[config.mk]
export PLATFORM = sky130hd
export DESIGN_NAME = mem_port_arbiter_flat
export DESIGN_NICKNAME = d
export VERILOG_FILES = /design/src/rtl/mem_port_arbiter_if.sv /design/src/rtl/mem_port_arbiter.sv /design/src/flat_wrapper.sv
export SDC_FILE = /design/constraint.sdc
export NUM_CORES = 1
export LEC_CHECK = 0
export ABC_AREA = 0
export BUFFER_PORTS_ARGS = -buffer_cell sky130_fd_sc_hd__buf_2
export CAP_MARGIN = 10
export CORE_AREA = 2 2 91 93
export CTS_BUF_LIST = sky130_fd_sc_hd__clkbuf_16
export DETAILED_ROUTE_END_ITERATION = 7
export DIE_AREA = 0 0 93 95
export PLACE_DENSITY_LB_ADDON = 0.08
export SYNTH_ARGS = -nofsm -noshare
export SYNTH_HDL_FRONTEND = slang
export SYNTH_SLANG_ARGS = --single-unit
[constraint.sdc]
create_clock -name clk -period 0.94 [get_ports clk]
set_input_delay 0.047 -clock clk [delete_from_list [all_inputs] [get_ports clk]]
set_output_delay 0.047 -clock clk [all_outputs]
set_load 0.01 [all_outputs]
[src/rtl/mem_port_arbiter_if.sv]
// Request-side bundle (masters <-> arbiter) and single-port memory bundle (arbiter <-> memory).
// Grants are combinational and there is no buffering; an ungranted master simply holds its request.
interface mem_port_arbiter_if #(
  parameter int NUM_MASTERS = 2,
  parameter int DATA_WIDTH  = 32,
  parameter int ADDR_WIDTH  = 16
);
  logic [NUM_MASTERS-1:0]              m_req;
  logic [NUM_MASTERS-1:0]              m_write_enable;
  logic [NUM_MASTERS*ADDR_WIDTH-1:0]   m_address;
  logic [NUM_MASTERS*DATA_WIDTH-1:0]   m_write_data;
  logic [NUM_MASTERS*DATA_WIDTH/8-1:0] m_byte_enable;
  logic [NUM_MASTERS-1:0]              m_gnt;
  logic [NUM_MASTERS-1:0]              m_rvalid;
  logic [DATA_WIDTH-1:0]               m_read_data;

  modport master (
    output m_req, m_write_enable, m_address, m_write_data, m_byte_enable,
    input  m_gnt, m_rvalid, m_read_data
  );

  modport slave (
    input  m_req, m_write_enable, m_address, m_write_data, m_byte_enable,
    output m_gnt, m_rvalid, m_read_data
  );
endinterface

interface mem_port_if #(
  parameter int DATA_WIDTH = 32,
  parameter int ADDR_WIDTH = 16
);
  logic                    mem_enable;
  logic                    mem_write_enable;
  logic [ADDR_WIDTH-1:0]   mem_address;
  logic [DATA_WIDTH-1:0]   mem_write_data;
  logic [DATA_WIDTH/8-1:0] mem_byte_enable;
  logic [DATA_WIDTH-1:0]   mem_read_data;

  modport master (
    output mem_enable, mem_write_enable, mem_address, mem_write_data, mem_byte_enable,
    input  mem_read_data
  );

  modport slave (
    input  mem_enable, mem_write_enable, mem_address, mem_write_data, mem_byte_enable,
    output mem_read_data
  );
endinterface

[src/rtl/mem_port_arbiter.sv]
// Round-robin arbiter sharing one single-port memory among NUM_MASTERS; issue is same-cycle,
// read data returns READ_LATENCY cycles after grant. No request buffering: losers hold and retry.
module mem_port_arbiter #(
  parameter int NUM_MASTERS  = 2,
  parameter int DATA_WIDTH   = 32,
  parameter int ADDR_WIDTH   = 16,
  parameter int READ_LATENCY = 1
) (
  input  logic         clk,
  input  logic         rst,
  mem_port_arbiter_if.slave req,
  mem_port_if.master        mem
);
  localparam int IDX_W = (NUM_MASTERS > 1) ? $clog2(NUM_MASTERS) : 1;
  localparam int BE_W  = DATA_WIDTH / 8;

  logic [IDX_W-1:0] last_granted;
  logic [IDX_W-1:0] cand;
  logic             gnt_any;
  logic [IDX_W-1:0] gnt_idx;
  logic             gnt_we;

  logic [READ_LATENCY-1:0]            pipe_vld;
  logic [READ_LATENCY-1:0][IDX_W-1:0] pipe_idx;

  // Search starts one past the last winner so every requester is served within NUM_MASTERS grants.
  always_comb begin
    gnt_any = 1'b0;
    gnt_idx = '0;
    cand    = '0;
    for (int k = 1; k <= NUM_MASTERS; k++) begin
      cand = IDX_W'((int'(last_granted) + k) % NUM_MASTERS);
      if (!gnt_any && req.m_req[cand]) begin
        gnt_any = 1'b1;
        gnt_idx = cand;
      end
    end
    if (rst) begin
      gnt_any = 1'b0;
    end
  end

  always_comb begin
    req.m_gnt            = '0;
    gnt_we               = 1'b0;
    mem.mem_address      = '0;
    mem.mem_write_data   = '0;
    mem.mem_byte_enable  = '0;
    for (int i = 0; i < NUM_MASTERS; i++) begin
      if (gnt_any && gnt_idx == IDX_W'(i)) begin
        req.m_gnt[i]        = 1'b1;
        gnt_we              = req.m_write_enable[i];
        mem.mem_address     = req.m_address[i*ADDR_WIDTH +: ADDR_WIDTH];
        mem.mem_write_data  = req.m_write_data[i*DATA_WIDTH +: DATA_WIDTH];
        mem.mem_byte_enable = req.m_byte_enable[i*BE_W +: BE_W];
      end
    end
    mem.mem_enable       = gnt_any;
    mem.mem_write_enable = gnt_we;
  end

  always_ff @(posedge clk) begin
    if (rst) begin
      last_granted <= IDX_W'(NUM_MASTERS - 1);
      pipe_vld     <= '0;
      pipe_idx     <= '0;
    end else begin
      if (gnt_any) begin
        last_granted <= gnt_idx;
      end
      pipe_vld[0] <= gnt_any && !gnt_we;
      pipe_idx[0] <= gnt_idx;
      for (int s = 1; s < READ_LATENCY; s++) begin
        pipe_vld[s] <= pipe_vld[s-1];
        pipe_idx[s] <= pipe_idx[s-1];
      end
    end
  end

  // Gating with rst keeps a read caught in the reset cycle from ever surfacing.
  always_comb begin
    req.m_rvalid = '0;
    for (int i = 0; i < NUM_MASTERS; i++) begin
      req.m_rvalid[i] = !rst && pipe_vld[READ_LATENCY-1] &&
                        (pipe_idx[READ_LATENCY-1] == IDX_W'(i));
    end
  end

  assign req.m_read_data = mem.mem_read_data;

endmodule

[src/flat_wrapper.sv]
// flat-port wrapper written by rule: the top's interface ports become plain ports
module mem_port_arbiter_flat 
#(
  parameter int NUM_MASTERS  = 2,
  parameter int DATA_WIDTH   = 32,
  parameter int ADDR_WIDTH   = 16,
  parameter int READ_LATENCY = 1
)
  (clk, rst, req_m_req, req_m_write_enable, req_m_address, req_m_write_data, req_m_byte_enable, req_m_gnt, req_m_rvalid, req_m_read_data, mem_mem_enable, mem_mem_write_enable, mem_mem_address, mem_mem_write_data, mem_mem_byte_enable, mem_mem_read_data);
  mem_port_arbiter_if #(.NUM_MASTERS(NUM_MASTERS), .DATA_WIDTH(DATA_WIDTH), .ADDR_WIDTH(ADDR_WIDTH)) req_i ();
  mem_port_if #(.DATA_WIDTH(DATA_WIDTH), .ADDR_WIDTH(ADDR_WIDTH)) mem_i ();
  input  logic clk;
  input  logic rst;
  input wire logic [$bits(req_i.m_req)-1:0] req_m_req;
  input wire logic [$bits(req_i.m_write_enable)-1:0] req_m_write_enable;
  input wire logic [$bits(req_i.m_address)-1:0] req_m_address;
  input wire logic [$bits(req_i.m_write_data)-1:0] req_m_write_data;
  input wire logic [$bits(req_i.m_byte_enable)-1:0] req_m_byte_enable;
  output wire logic [$bits(req_i.m_gnt)-1:0] req_m_gnt;
  output wire logic [$bits(req_i.m_rvalid)-1:0] req_m_rvalid;
  output wire logic [$bits(req_i.m_read_data)-1:0] req_m_read_data;
  output wire logic [$bits(mem_i.mem_enable)-1:0] mem_mem_enable;
  output wire logic [$bits(mem_i.mem_write_enable)-1:0] mem_mem_write_enable;
  output wire logic [$bits(mem_i.mem_address)-1:0] mem_mem_address;
  output wire logic [$bits(mem_i.mem_write_data)-1:0] mem_mem_write_data;
  output wire logic [$bits(mem_i.mem_byte_enable)-1:0] mem_mem_byte_enable;
  input wire logic [$bits(mem_i.mem_read_data)-1:0] mem_mem_read_data;
  assign req_i.m_req = req_m_req;
  assign req_i.m_write_enable = req_m_write_enable;
  assign req_i.m_address = req_m_address;
  assign req_i.m_write_data = req_m_write_data;
  assign req_i.m_byte_enable = req_m_byte_enable;
  assign req_m_gnt = req_i.m_gnt;
  assign req_m_rvalid = req_i.m_rvalid;
  assign req_m_read_data = req_i.m_read_data;
  assign mem_mem_enable = mem_i.mem_enable;
  assign mem_mem_write_enable = mem_i.mem_write_enable;
  assign mem_mem_address = mem_i.mem_address;
  assign mem_mem_write_data = mem_i.mem_write_data;
  assign mem_mem_byte_enable = mem_i.mem_byte_enable;
  assign mem_i.mem_read_data = mem_mem_read_data;
  mem_port_arbiter #(.NUM_MASTERS(NUM_MASTERS), .DATA_WIDTH(DATA_WIDTH), .ADDR_WIDTH(ADDR_WIDTH), .READ_LATENCY(READ_LATENCY)) u_core (.clk(clk), .rst(rst), .req(req_i), .mem(mem_i));
endmodule
======== After elaboration in Yosys (flattened, before gate mapping) ========
Cells that the tools add are included.
word-level totals
  logic and storage cells ................. 38
  bits in registers ....................... 3
  output and inout port bits .............. 90
cells by class
  add/sub/neg operators ................... 2
  bitwise logic cells ..................... 2
  magnitude comparators ................... 2
  muxes and demuxes ....................... 19
  reductions and logical operators ........ 10
operators with widths
  operator                                             count
  two-way mux 32 bit                                   2
  two-way mux 16 bit                                   2
  two-way mux 1 bit                                    13
  two-way mux 4 bit                                    2
  logical AND 1 bit                                    7
  < comparator 1 x 2 -> 1 bit (second input constant)  2
  zero test 1 bit                                      3
  adder 1 bit (second input constant)                  2
  NOT 1 bit                                            2

======== Depth between registers and ports, before layout ========
Gate-level depths: netlist of the first run.
  depth in word-level cells ............... 13
  depth in mapped cells ................... 5
  gate-level depth less buffers ........... 3

======== Least setup slack after synthesis of the first run ========
OpenSTA, ideal clock, no wires.
  path type ............................... register -> output
  start ................................... register u_core.last_granted
  end ..................................... output mem_mem_address[10]
  stages on the path, launching flop included .. 6
  data arrival time ....................... 1.055 ns
  setup slack ............................. -0.162 ns
  path buffers ............................ 2
  required time ........................... 0.893 ns
  cell sequence ........................... dfxtp_1 -> nand2b_4 -> buf_6 -> buf_4 -> a32oi_1 -> nor2_1
on the way
  longest elaborated chain between the ends .. 11
RTL lines
  element                                                line                                            source
  from (decl)                                            mem_port_arbiter.sv:17                          logic [IDX_W-1:0] last_granted;
  from (signal assigned)                                 mem_port_arbiter.sv:64                          last_granted <= IDX_W'(NUM_MASTERS - 1);
  from (signal assigned)                                 mem_port_arbiter.sv:69                          last_granted <= gnt_idx;
  adder 1 bit                                            mem_port_arbiter.sv:32                          cand = IDX_W'((int'(last_granted) + k) % NUM_MASTERS);
  two-way mux 1 bit (not written as such) (2 in series)  mem_port_arbiter.sv:33                          if (!gnt_any && req.m_req[cand]) begin
  two-way mux 1 bit                                      mem_port_arbiter.sv:33
  zero test 1 bit                                        mem_port_arbiter.sv:33
  logical AND 1 bit                                      mem_port_arbiter.sv:33
  two-way mux 1 bit                                      mem_port_arbiter.sv:33
  two-way mux 1 bit or NOT 1 bit (tied branches)         mem_port_arbiter.sv:38, mem_port_arbiter.sv:50
  logical AND 1 bit                                      mem_port_arbiter.sv:50                          if (gnt_any && gnt_idx == IDX_W'(i)) begin
  two-way mux 16 bit                                     mem_port_arbiter.sv:50
  two-way mux 16 bit (*)                                 mem_port_arbiter.sv:50
  to (decl)                                              flat_wrapper.sv:24                              output wire logic [$bits(mem_i.mem_address)-1:0] mem_mem_address;
Every way passes the cells marked *; elsewhere a longest branch is shown, timed or not. The select of a mux whose other input is x is not followed.

======== Final worst setup path of the first run ========
  start ................................... register u_core.last_granted
  end ..................................... output mem_mem_write_data[1]
on the way
  longest elaborated chain between the ends .. 11
RTL lines
  element                                                line                                            source
  adder 1 bit                                            mem_port_arbiter.sv:32
  two-way mux 1 bit (not written as such) (2 in series)  mem_port_arbiter.sv:33
  two-way mux 1 bit                                      mem_port_arbiter.sv:33
  zero test 1 bit                                        mem_port_arbiter.sv:33
  logical AND 1 bit                                      mem_port_arbiter.sv:33
  two-way mux 1 bit                                      mem_port_arbiter.sv:33
  two-way mux 1 bit or NOT 1 bit (tied branches)         mem_port_arbiter.sv:38, mem_port_arbiter.sv:50
  logical AND 1 bit                                      mem_port_arbiter.sv:50
  two-way mux 32 bit                                     mem_port_arbiter.sv:50
  two-way mux 32 bit (*)                                 mem_port_arbiter.sv:50
  to (decl)                                              flat_wrapper.sv:25                              output wire logic [$bits(mem_i.mem_write_data)-1:0] mem_mem_write_data;
Marks and branches as above.

==> impl_results.md, run 1 <==
- Fin Clk Skew: 1.160 ps
- Register share of total power: 7.9%
- Synth Register Bits: 3
- Logic pwr share: 56.2%
- Worst-Skew Late Latency: 220 ps
- Placed insts: 414
- CTS max path bufs: 2
- CP Cell Sequence: nand2b_4 > buf_12 > a32oi_2 > nor2_1 > buf_2
- Final Hold Fails: 0
- Lkg Pwr: 1.152 nW
- Post-Route Utilization: 27.64%
- Register area: 61.31 um^2
- Area of the multi-input gates: 873.3 um^2
- Layout Cells excl Fill: 419
- Netlist cell types: 16
- Final-report setup violation count: 55
- Seq/Total Area, Yosys: 4.701%
- Buffers on Ports: 167
- Fill count: 913
- Fin crit period: 1369 ps
- CTS tree: done
- CP bufs+invs: 2
- Antenna violations before repair: 0
- First-pass iteration count of the detailed router: 4
- Mapped Nets: 324
- Mapped Area: 0.001277 mm^2
- CP Data Required Time: 890 ps
- Worst-path fanout max: 26
- Hold Slack: 37.84 ps
- H-tree level count: 1
- Sw Share: 34.70%
- Ant. Diodes: 0
- Post-DP HPWL: 4870 um
- Site Rows: 33
- Nets: 457
- Syn avg cell area: 7.019 um^2
- Clock power frac: 35.9%
- Final ANT Viol Nets: 0
- Area added between synthesis and finish: 71.50%
- Grt ovf: 0
- Relative slew slack: 86.72%
- Failing checks: setup timing
- Clock root cell: clkbuf_16
- Cells after Synth: 182
- Startpoint Class: register
- Hold Path Class: in2reg
- Die ar.: 0.008835 mm^2
- NetSw: 0.6373 mW
- RSZ-0062 raised after global routing: true
- Largest net degree at the start of global routing: 34
- First-pass GRT wire length: 9073 um
- Final Slew Violations: 0
- CP max stage delay: 330 ps
- CP Capture Type: output pin
- I/O Pins: 232
- Fmax: 730.3 MHz
- Top cell type's share of synthesized area: 36.34%
- Synth area leader: a32oi_1
- Clock sink total: 3
- Slew @ Worst Pin: 197.5 ps
- Crit-path slowest cell: dfxtp_2
- Cts hold-fix bufs: 0
- Drt drc: 0
- Final worst slack: -429.3 ps
- TritonCTS Buffers: 3
- Arrival time at the worst endpoint: 1320 ps
- Die H: 95 um
- Number of synthesis warnings: 0
- Core area: 0.007928 mm^2
- Outcome: finished with violations
- Overall routing resource usage: 12.71%
- Int Pwr: 1.199 mW
- Initial Util: 16.11%
- CP delay by family, top: flip-flops
- Layout cells sized above 1: 65.61%
- Crit path kind: reg2out
- DR iter-0 viols: 44
- Via/cell ratio: 4.616
- Reg clk slew, reported paths: 30 ps
- Placer congestion estimate: 0.7217
- Fin crit share: 145.7%
- Routed len/inst: 15.62 um
- DR vias: 1934
- Largest cells by area after synthesis: a32oi_1 36%, buf_4 22%, nor2_1 17%
- WL final: 6545 um
- VDD IR-drop max: 1443 uV
- Pwr Density: 838.3 mW/mm^2
- MaxCap Viol Count: 0
- Vias in the first global route: 1674
- Die width: 93 um
## synth_stat cells
cell and n:
nand2_1 2, nor2_1 58, nand2b_1 1, clkbuf_1 7, buf_4 37, nor3b_1 1, dfxtp_1 3, buf_2 1
buf_6 12, o31ai_1 1, nand3_1 1, a21boi_4 1, a32oi_1 53, and3b_1 2, nand3b_1 1, nand2b_4 1
## final timing paths
kind	start	cells past startpoint	slack, ps	endpoint
worst min-delay path	req_m_write_enable[1]	2	40	u_core.pipe_vld
worst max register to register	u_core.last_granted	4	10	u_core.pipe_vld
worst max-delay path	u_core.last_granted	5	-430	mem_mem_write_data[1]
worst min register to register	u_core.last_granted	3	620	u_core.last_granted
## metal layers
metal,track usage [%],vias to the layer above,routed length [um]
met3,4.310,22,658
met2,22.46,116,3242
met4,3.676,0,148
li1,-,925,-
met1,14.55,871,2496
met5,0,-,0
## placed cells by master, fill, tap and decap left out
| cell | n |
|---|---|
| nand2b_4 | 1 |
| buf_2 | 167 |
| dfxtp_2 | 1 |
| nor2_1 | 57 |
| a32oi_1 | 41 |
| nand3_1 | 1 |
| clkbuf_16 | 3 |
| buf_12 | 6 |
| nor3b_2 | 1 |
| o31ai_1 | 1 |
| a32oi_2 | 12 |
| a21boi_4 | 1 |
| buf_4 | 12 |
| and3b_1 | 2 |
| nor2_2 | 1 |
| inv_1 | 1 |
| nand3b_1 | 1 |
| nand2_2 | 1 |
| dfxtp_1 | 2 |
| nand2_1 | 1 |
| nand2b_1 | 1 |
## sequential cells by signal, indices dropped and copies added, names as in the netlist
register             cells
u_core.last_granted      1
u_core.pipe_idx          1
u_core.pipe_vld          1
## metrics by stage
step                      total power [mW]  setup TNS [ps]  worst slack (ps)  instance area (um^2)
after floorplan                     0.7982           -4435            -99.36                  1294
after global placement               1.136           -8209            -224.9                  2004
after detailed placement             1.127           -8388            -220.7                  2004
after CTS                            1.812          -21380            -432.0                  2108
after global routing                 1.957          -24880            -494.3                  2191
final                                1.837          -20990            -429.3                  2191
## power by group through the flow
stage / clock network (mW) / registers, mW / logic, mW
6_report: 0.659 / 0.145 / 1.03
5_1_grt: 0.687 / 0.146 / 1.12
4_1_cts: 0.669 / 0.145 / 0.998
3_5_place_dp: 0 / 0.146 / 0.981
3_3_place_gp: 0 / 0.146 / 0.990
2_1_floorplan: 0 / 0.145 / 0.653
## repair_timing
item | in CTS | in global routing
resized for setup | 4 | 11
setup buffers | 0 | 1
pin swaps | 6 | 8
endpoints found under the setup margin | 56 | 58
cloned | 0 | 0
hold endpoints to repair | 0 | 0
## cell type report
cell class              instances  area share (%)
clock buffers                   3           3.427
clock inverters                 1          0.1713
multi-input cells             122           39.86
flip-flops and latches          3           2.798
well taps                     105           5.997
repair buffers                185           47.74
## cell families (layout without fill, tap and decap cells)
logic type / count (synthesis) / after routing / share of synthesized area (%)
simple gates: 67 / 67 / 22.14
buf+inv: 57 / 189 / 34.77
compound gates: 55 / 55 / 38.39
flops: 3 / 3 / 4.701
Power figures use the tool's default switching activity.
==> run 2, diff against run 1 <==
--- a/config.mk
+++ b/config.mk
@@ -12,7 +12,7 @@
 export CTS_BUF_LIST = sky130_fd_sc_hd__clkbuf_16
 export DETAILED_ROUTE_END_ITERATION = 7
 export DIE_AREA = 0 0 93 95
-export PLACE_DENSITY_LB_ADDON = 0.08
+export PLACE_DENSITY = 0.65
 export SYNTH_ARGS = -nofsm -noshare
 export SYNTH_HDL_FRONTEND = slang
 export SYNTH_SLANG_ARGS = --single-unit
==> run 2 against run 1 <==
The run still ends with setup timing left. Global-route usage is 2.0 points lower. Die area stayed put. Critical endpoint is now mem_mem_write_data[8]. Clock power is 3.3% higher. Sequential share of layout area hardly changed. Fmax is 0.64% lower. Cell area is 1.1% higher. Cell count stayed put. Sequential power hardly changed. Highest routed layer unchanged. Hold slack better by 13 ps.
==> impl_results.md, run 2 (synthesized netlist as in run 1, its figures left out) <==
- Placer congestion estimate: 0.6535 (-9.4%)
- Final worst slack: -438.1 ps (-8.836 ps)
- DP Worst Slack: -190.5 ps (+30.13 ps)
- Final Slew Violations: 0 (unchanged)
- Fin crit period: 1378 ps (+8.836 ps)
- H-tree level count: 1 (unchanged)
- Layout Cells excl Fill: 419 (unchanged)
- Final-report setup violation count: 57 (+3.6%)
- Final Hold Fails: 0 (unchanged)
- First-pass GRT wire length: 7534 um (-17%)
- Fin crit share: 146.6% (+0.94 points)
- Hold Path Class: in2reg
- CP max stage delay: 330 ps (about the same)
- Reg2Reg Setup Slack: -210 ps (-220 ps)
- Commonest non-fill, non-tap cell in the layout: buf_2
- Lkg Pwr: 1.168 nW (+1.3%)
- Overall routing resource usage: 10.67% (-2.0 points)
- CTS max path bufs: 2 (unchanged)
- Initial Util: 16.11% (unchanged)
- WL final: 5678 um (-13%)
- Antenna violations before repair: 0 (unchanged)
- Post-Route Utilization: 27.94% (+0.30 points)
- Largest registers: u_core.last_granted: 1 flops, u_core.pipe_idx: 1 flops, u_core.pipe_vld: 1 flops
- Worst Hold Depth: 2 (unchanged)
- First-pass iteration count of the detailed router: 4 (unchanged)
- CP Cell Sequence: nand2b_4 > buf_12 > a32oi_2 > nor2_1 > buf_2
- Setup TNS Final: -23120 ps (-2131 ps)
- Clock root cell: clkbuf_16
- Area added between synthesis and finish: 73.36%
- Final ANT Viol Nets: 0 (unchanged)
- Relative slew slack: 74.68% (-12 points)
- Die H: 95 um (unchanged)
- Cts hold-fix bufs: 0 (unchanged)
- Final instance area: 0.002215 mm^2 (+1.1%)
- Hold Slack: 50.57 ps (+12.73 ps)
- Worst setup startpoint: u_core.last_granted
- Outcome: finished with violations
- I/O Pins: 232 (unchanged)
- Site Rows: 33 (unchanged)
- Worst-Skew Late Latency: 230 ps (about the same)
- CP Capture Type: output pin
- CTS tree: done
- Buffers on Ports: 167 (unchanged)
- R2R cell count: 7 (+3)
- DR vias: 1938 (+0.21%)
- Placed cell area: 0.001972 mm^2 (-1.6%)
- Core area: 0.007928 mm^2 (unchanged)
- Placed insts: 408 (-1.4%)
- Clock sink total: 3 (unchanged)
- Die width: 93 um (unchanged)
- Hold_sp: req_m_write_enable[1]
- Routed len/inst: 13.55 um (-13%)
- Worst-path fanout max: 17 (-35%)
- Arrival time at the worst endpoint: 1330 ps (about the same)
- MaxCap Viol Count: 0 (unchanged)
- Tot Pwr: 1.867 mW (+1.6%)
- Layout cells sized above 1: 64.01% (-1.6 points)
- Post-DP HPWL: 4173 um (-14%)
- Ant. Diodes: 0 (unchanged)
- Die ar.: 0.008835 mm^2 (unchanged)
- DR iter-0 viols: 32 (-27%)
- CP Data Required Time: 890 ps (about the same)
- Drt drc: 0 (unchanged)
- Hold Crit Endpoint: u_core.pipe_vld
- Pwr Density: 842.9 mW/mm^2 (+0.55%)
- Fmax: 725.6 MHz (-0.64%)
- Vias in the first global route: 1522 (-9.1%)
- Fin Clk Skew: 2.452 ps (+1.292 ps)
- Slew @ Worst Pin: 379.9 ps (+182.4 ps)
- Crit path kind: reg2out
- Grt ovf: 0 (unchanged)
- Via/cell ratio: 4.625 (+0.21%)
- Failing checks: setup timing
- Critical R2R Capture: u_core.pipe_vld
- Nets: 457 (unchanged)
- RSZ-0062 raised after global routing: true
- Largest net degree at the start of global routing: 36 (+5.9%)
- FF-to-FF Start: u_core.last_granted
- TritonCTS Buffers: 3 (unchanged)
- Most frequent cells in the layout: 167 x buf_2, 57 x nor2_1, 47 x a32oi_1
- VDD IR-drop max: 1096 uV (-24%)
- Crit-path slowest cell: dfxtp_2
- Reg clk slew, reported paths: 30 ps (about the same)
- Startpoint Class: register
run 2: cell type report:
class	instances	area [um^2]
multi-input combinational	122	839.6
sequential	3	61.31
clock inverter	1	3.754
clock buffer	3	75.07
fill	892	5713
tap	105	131.4
timing repair buffer	185	1104
run 2: how the worst max path moves through the flow:
stage / to / slack, ps
3_5_place_dp: mem_mem_write_data[2] / -190
2_1_floorplan: mem_mem_address[10] / -100
3_3_place_gp: mem_mem_address[12] / -170
6_report: mem_mem_write_data[8] / -440
5_1_grt: mem_mem_write_data[31] / -530
4_1_cts: mem_mem_address[9] / -440
run 2: worst max-delay path, delay by kind of cell, from the launching register on:
| family | cells | cell delay [ps] |
|---|---|---|
| AND/OR/NAND/NOR | 2 | 250 |
| buffers and inverters | 2 | 310 |
| AO/OA/AOI/OAI | 1 | 220 |
| flip-flops | 1 | 330 |
run 2: per-layer routing:
| metal | part of all wire (%) | global-route usage [%] | vias up |
|---|---|---|---|
| met2 | 50 | 18.42 | 100 |
| met1 | 39 | 13.02 | 887 |
| li1 | - | - | 926 |
| met5 | 0 | 0 | - |
| met4 | 2.3 | 5.392 | 0 |
| met3 | 9.2 | 1.357 | 25 |
run 2: timing repair:
action / 4_1_cts / 5_1_grt
setup buffers: 4 / 1
setup endpoints to repair: 56 / 58
pin swaps: 8 / 2
gates cloned: 1 / 1
resized for setup: 5 / 9
run 2: where the power goes:
group          switching (mW)  internal (mW)
Sequential            0.00643          0.138
Clock                   0.132          0.550
Combinational           0.503          0.538
==> run 3, diff against run 2 <==
--- a/config.mk
+++ b/config.mk
@@ -12,7 +12,6 @@
 export CTS_BUF_LIST = sky130_fd_sc_hd__clkbuf_16
 export DETAILED_ROUTE_END_ITERATION = 7
 export DIE_AREA = 0 0 93 95
-export PLACE_DENSITY = 0.65
 export SYNTH_ARGS = -nofsm -noshare
 export SYNTH_HDL_FRONTEND = slang
 export SYNTH_SLANG_ARGS = --single-unit
==> run 3 against run 2 <==
The run still ends with setup timing left. Critical path depth stayed put. Cell count fell by 0.95%. Die area is the same. Power is 2.7% lower. First-iteration DRC count fell by 3.1%. Hold slack worse by 17 ps. Non-clock buffer count decreased by 4. Wire length decreased by 3.2%. Flip-flop and latch count is the same. Sequential power is essentially flat. Sequential share of layout area grew 0.071 points. Global-route usage decreased by 0.22 points. Critical endpoint is now mem_mem_address[10]. Highest routed layer unchanged.
==> impl_results.md, run 3 (synthesized netlist as in run 1, its figures left out) <==
- Pwr Density: 840.8 mW/mm^2 (-0.25%)
- CTS tree: done
- Worst-path fanout max: 23 (+6)
- Fin Clk Skew: 2.824 ps (+0.3719 ps)
- Via/cell ratio: 4.677 (+1.1%)
- Die width: 93 um (unchanged)
- Crit-path slowest cell: dfxtp_2
- WL final: 5498 um (-3.2%)
- MaxCap Viol Count: 0 (unchanged)
- Site Rows: 33 (unchanged)
- DR iter-0 viols: 31 (-3.1%)
- Hold Path Class: in2reg
- Final Hold Fails: 0 (unchanged)
- Final-report setup violation count: 56 (-1.8%)
- Failing checks: setup timing
- Die H: 95 um (unchanged)
- Lkg Pwr: 1.137 nW (-2.6%)
- Die ar.: 0.008835 mm^2 (unchanged)
- CP Capture Type: output pin
- Nets: 453 (-0.88%)
- Tot Pwr: 1.816 mW (-2.7%)
- RSZ-0062 raised after global routing: true
- DR vias: 1941 (+0.15%)
- I/O Pins: 232 (unchanged)
- Final worst slack: -437.7 ps (+0.4400 ps)
- CP Cell Sequence: nand2b_4 > buf_12 > a32oi_1 > nor2_1 > buf_2
- Slew @ Worst Pin: 251.8 ps (-128.0 ps)
- Buffers on Ports: 167 (unchanged)
- First-pass GRT wire length: 7527 um (about the same)
- Worst-Skew Late Latency: 220 ps (about the same)
- Commonest non-fill, non-tap cell in the layout: buf_2
- Routed len/inst: 13.25 um (-2.2%)
- Overall routing resource usage: 10.45% (-0.22 points)
- Crit path kind: reg2out
- Cts hold-fix bufs: 0 (unchanged)
- Ant. Diodes: 0 (unchanged)
- Fin crit period: 1378 ps (-0.4400 ps)
- Arrival time at the worst endpoint: 1330 ps (about the same)
- H-tree level count: 1 (unchanged)
- Initial Util: 16.11% (unchanged)
- Antenna violations before repair: 0 (unchanged)
- TritonCTS Buffers: 3 (unchanged)
- Placed insts: 410 (+0.49%)
- Vias in the first global route: 1535 (+0.85%)
- Fmax: 725.8 MHz (about the same)
- Post-DP HPWL: 4247 um (+1.8%)
- CP max stage delay: 350 ps (+20 ps)
- Layout cells sized above 1: 64.52% (+0.50 points)
- Drt drc: 0 (unchanged)
- Area added between synthesis and finish: 69.05%
- Clock root cell: clkbuf_16
- CP bufs+invs: 2 (unchanged)
- CTS max path bufs: 2 (unchanged)
- CP Data Required Time: 890 ps (about the same)
- Core area: 0.007928 mm^2 (unchanged)
- VDD IR-drop max: 956.8 uV (-13%)
- Outcome: finished with violations
- Grt ovf: 0 (unchanged)
- Placer congestion estimate: 0.6788 (+3.9%)
- Most frequent cells in the layout: 167 x buf_2, 58 x nor2_1, 44 x a32oi_1
- Fin crit share: 146.6% (about the same)
- Largest registers: u_core.last_granted: 1 flops, u_core.pipe_idx: 1 flops, u_core.pipe_vld: 1 flops
- First-pass iteration count of the detailed router: 4 (unchanged)
- Largest net degree at the start of global routing: 38 (+5.6%)
- Clock sink total: 3 (unchanged)
- Final ANT Viol Nets: 0 (unchanged)
- CP delay by family, top: flip-flops
- Startpoint Class: register
- Final Slew Violations: 0 (unchanged)
- Reg2Reg Setup Slack: -30 ps (+180 ps)
- Relative slew slack: 83.21% (+8.5 points)
- Setup TNS Final: -21250 ps (+1868 ps)
- Reg clk slew, reported paths: 30 ps (about the same)
- Layout Cells excl Fill: 415 (-0.95%)
==> run 3: what timing repair did <==
item / 4_1_cts / 5_1_grt
endpoints found under the setup margin: 56 / 59
gates resized for setup: 5 / 9
pin swaps: 4 / 0
setup buffers: 1 / 0
==> run 3: worst register-to-register path, cell delays in order (launching register included) <==
cell     delay, ps
dfxtp_2        330
buf_4          140
nand2_2         50
nand2_2         50
buf_4          130
o31ai_2        180
==> run 3: layout make-up <==
class                      count  area, um^2
timing repair buffer         181        1032
sequential                     3       61.31
clock inverter                 1       3.754
clock buffer                   3       75.07
multi-input combinational    122       855.8
tap                          105       131.4
fill                         901        5768
==> run 3: final timing paths <==
| check | endpoint | depth (start not counted) | from |
|---|---|---|---|
| worst max register to register | u_core.pipe_vld | 5 | u_core.last_granted |
| worst min-delay path | u_core.pipe_vld | 2 | req_m_write_enable[1] |
| worst min register to register | u_core.last_granted | 3 | u_core.last_granted |
| worst max-delay path | mem_mem_address[10] | 5 | u_core.last_granted |
==> run 3: metal layers <==
layer / up-vias / routed length [um] / track usage [%]
li1: 915 / - / -
met1: 904 / 2103 / 12.55
met2: 108 / 2863 / 18.96
met3: 14 / 438 / 1.437
met4: 0 / 93 / 3.799
met5: - / 0 / 0
==> run 3: metrics by stage <==
step	hold slack (ps)	util, %	instance area [um^2]	setup slack, ps
final	33.28	27.24	2160	-437.7
after global routing	29.80	27.24	2160	-517.2
after CTS	31.26	26.47	2098	-426.2
after detailed placement	94.07	25.06	1987	-186.9
after global placement	94.07	25.06	1987	-152.6
after floorplan	148.4	-	1294	-99.36
==> run 3: where the power goes <==
group	total (mW)	switching [mW]	internal, mW
Combinational	1.00	0.497	0.504
Clock	0.670	0.121	0.549
Sequential	0.144	0.00662	0.138
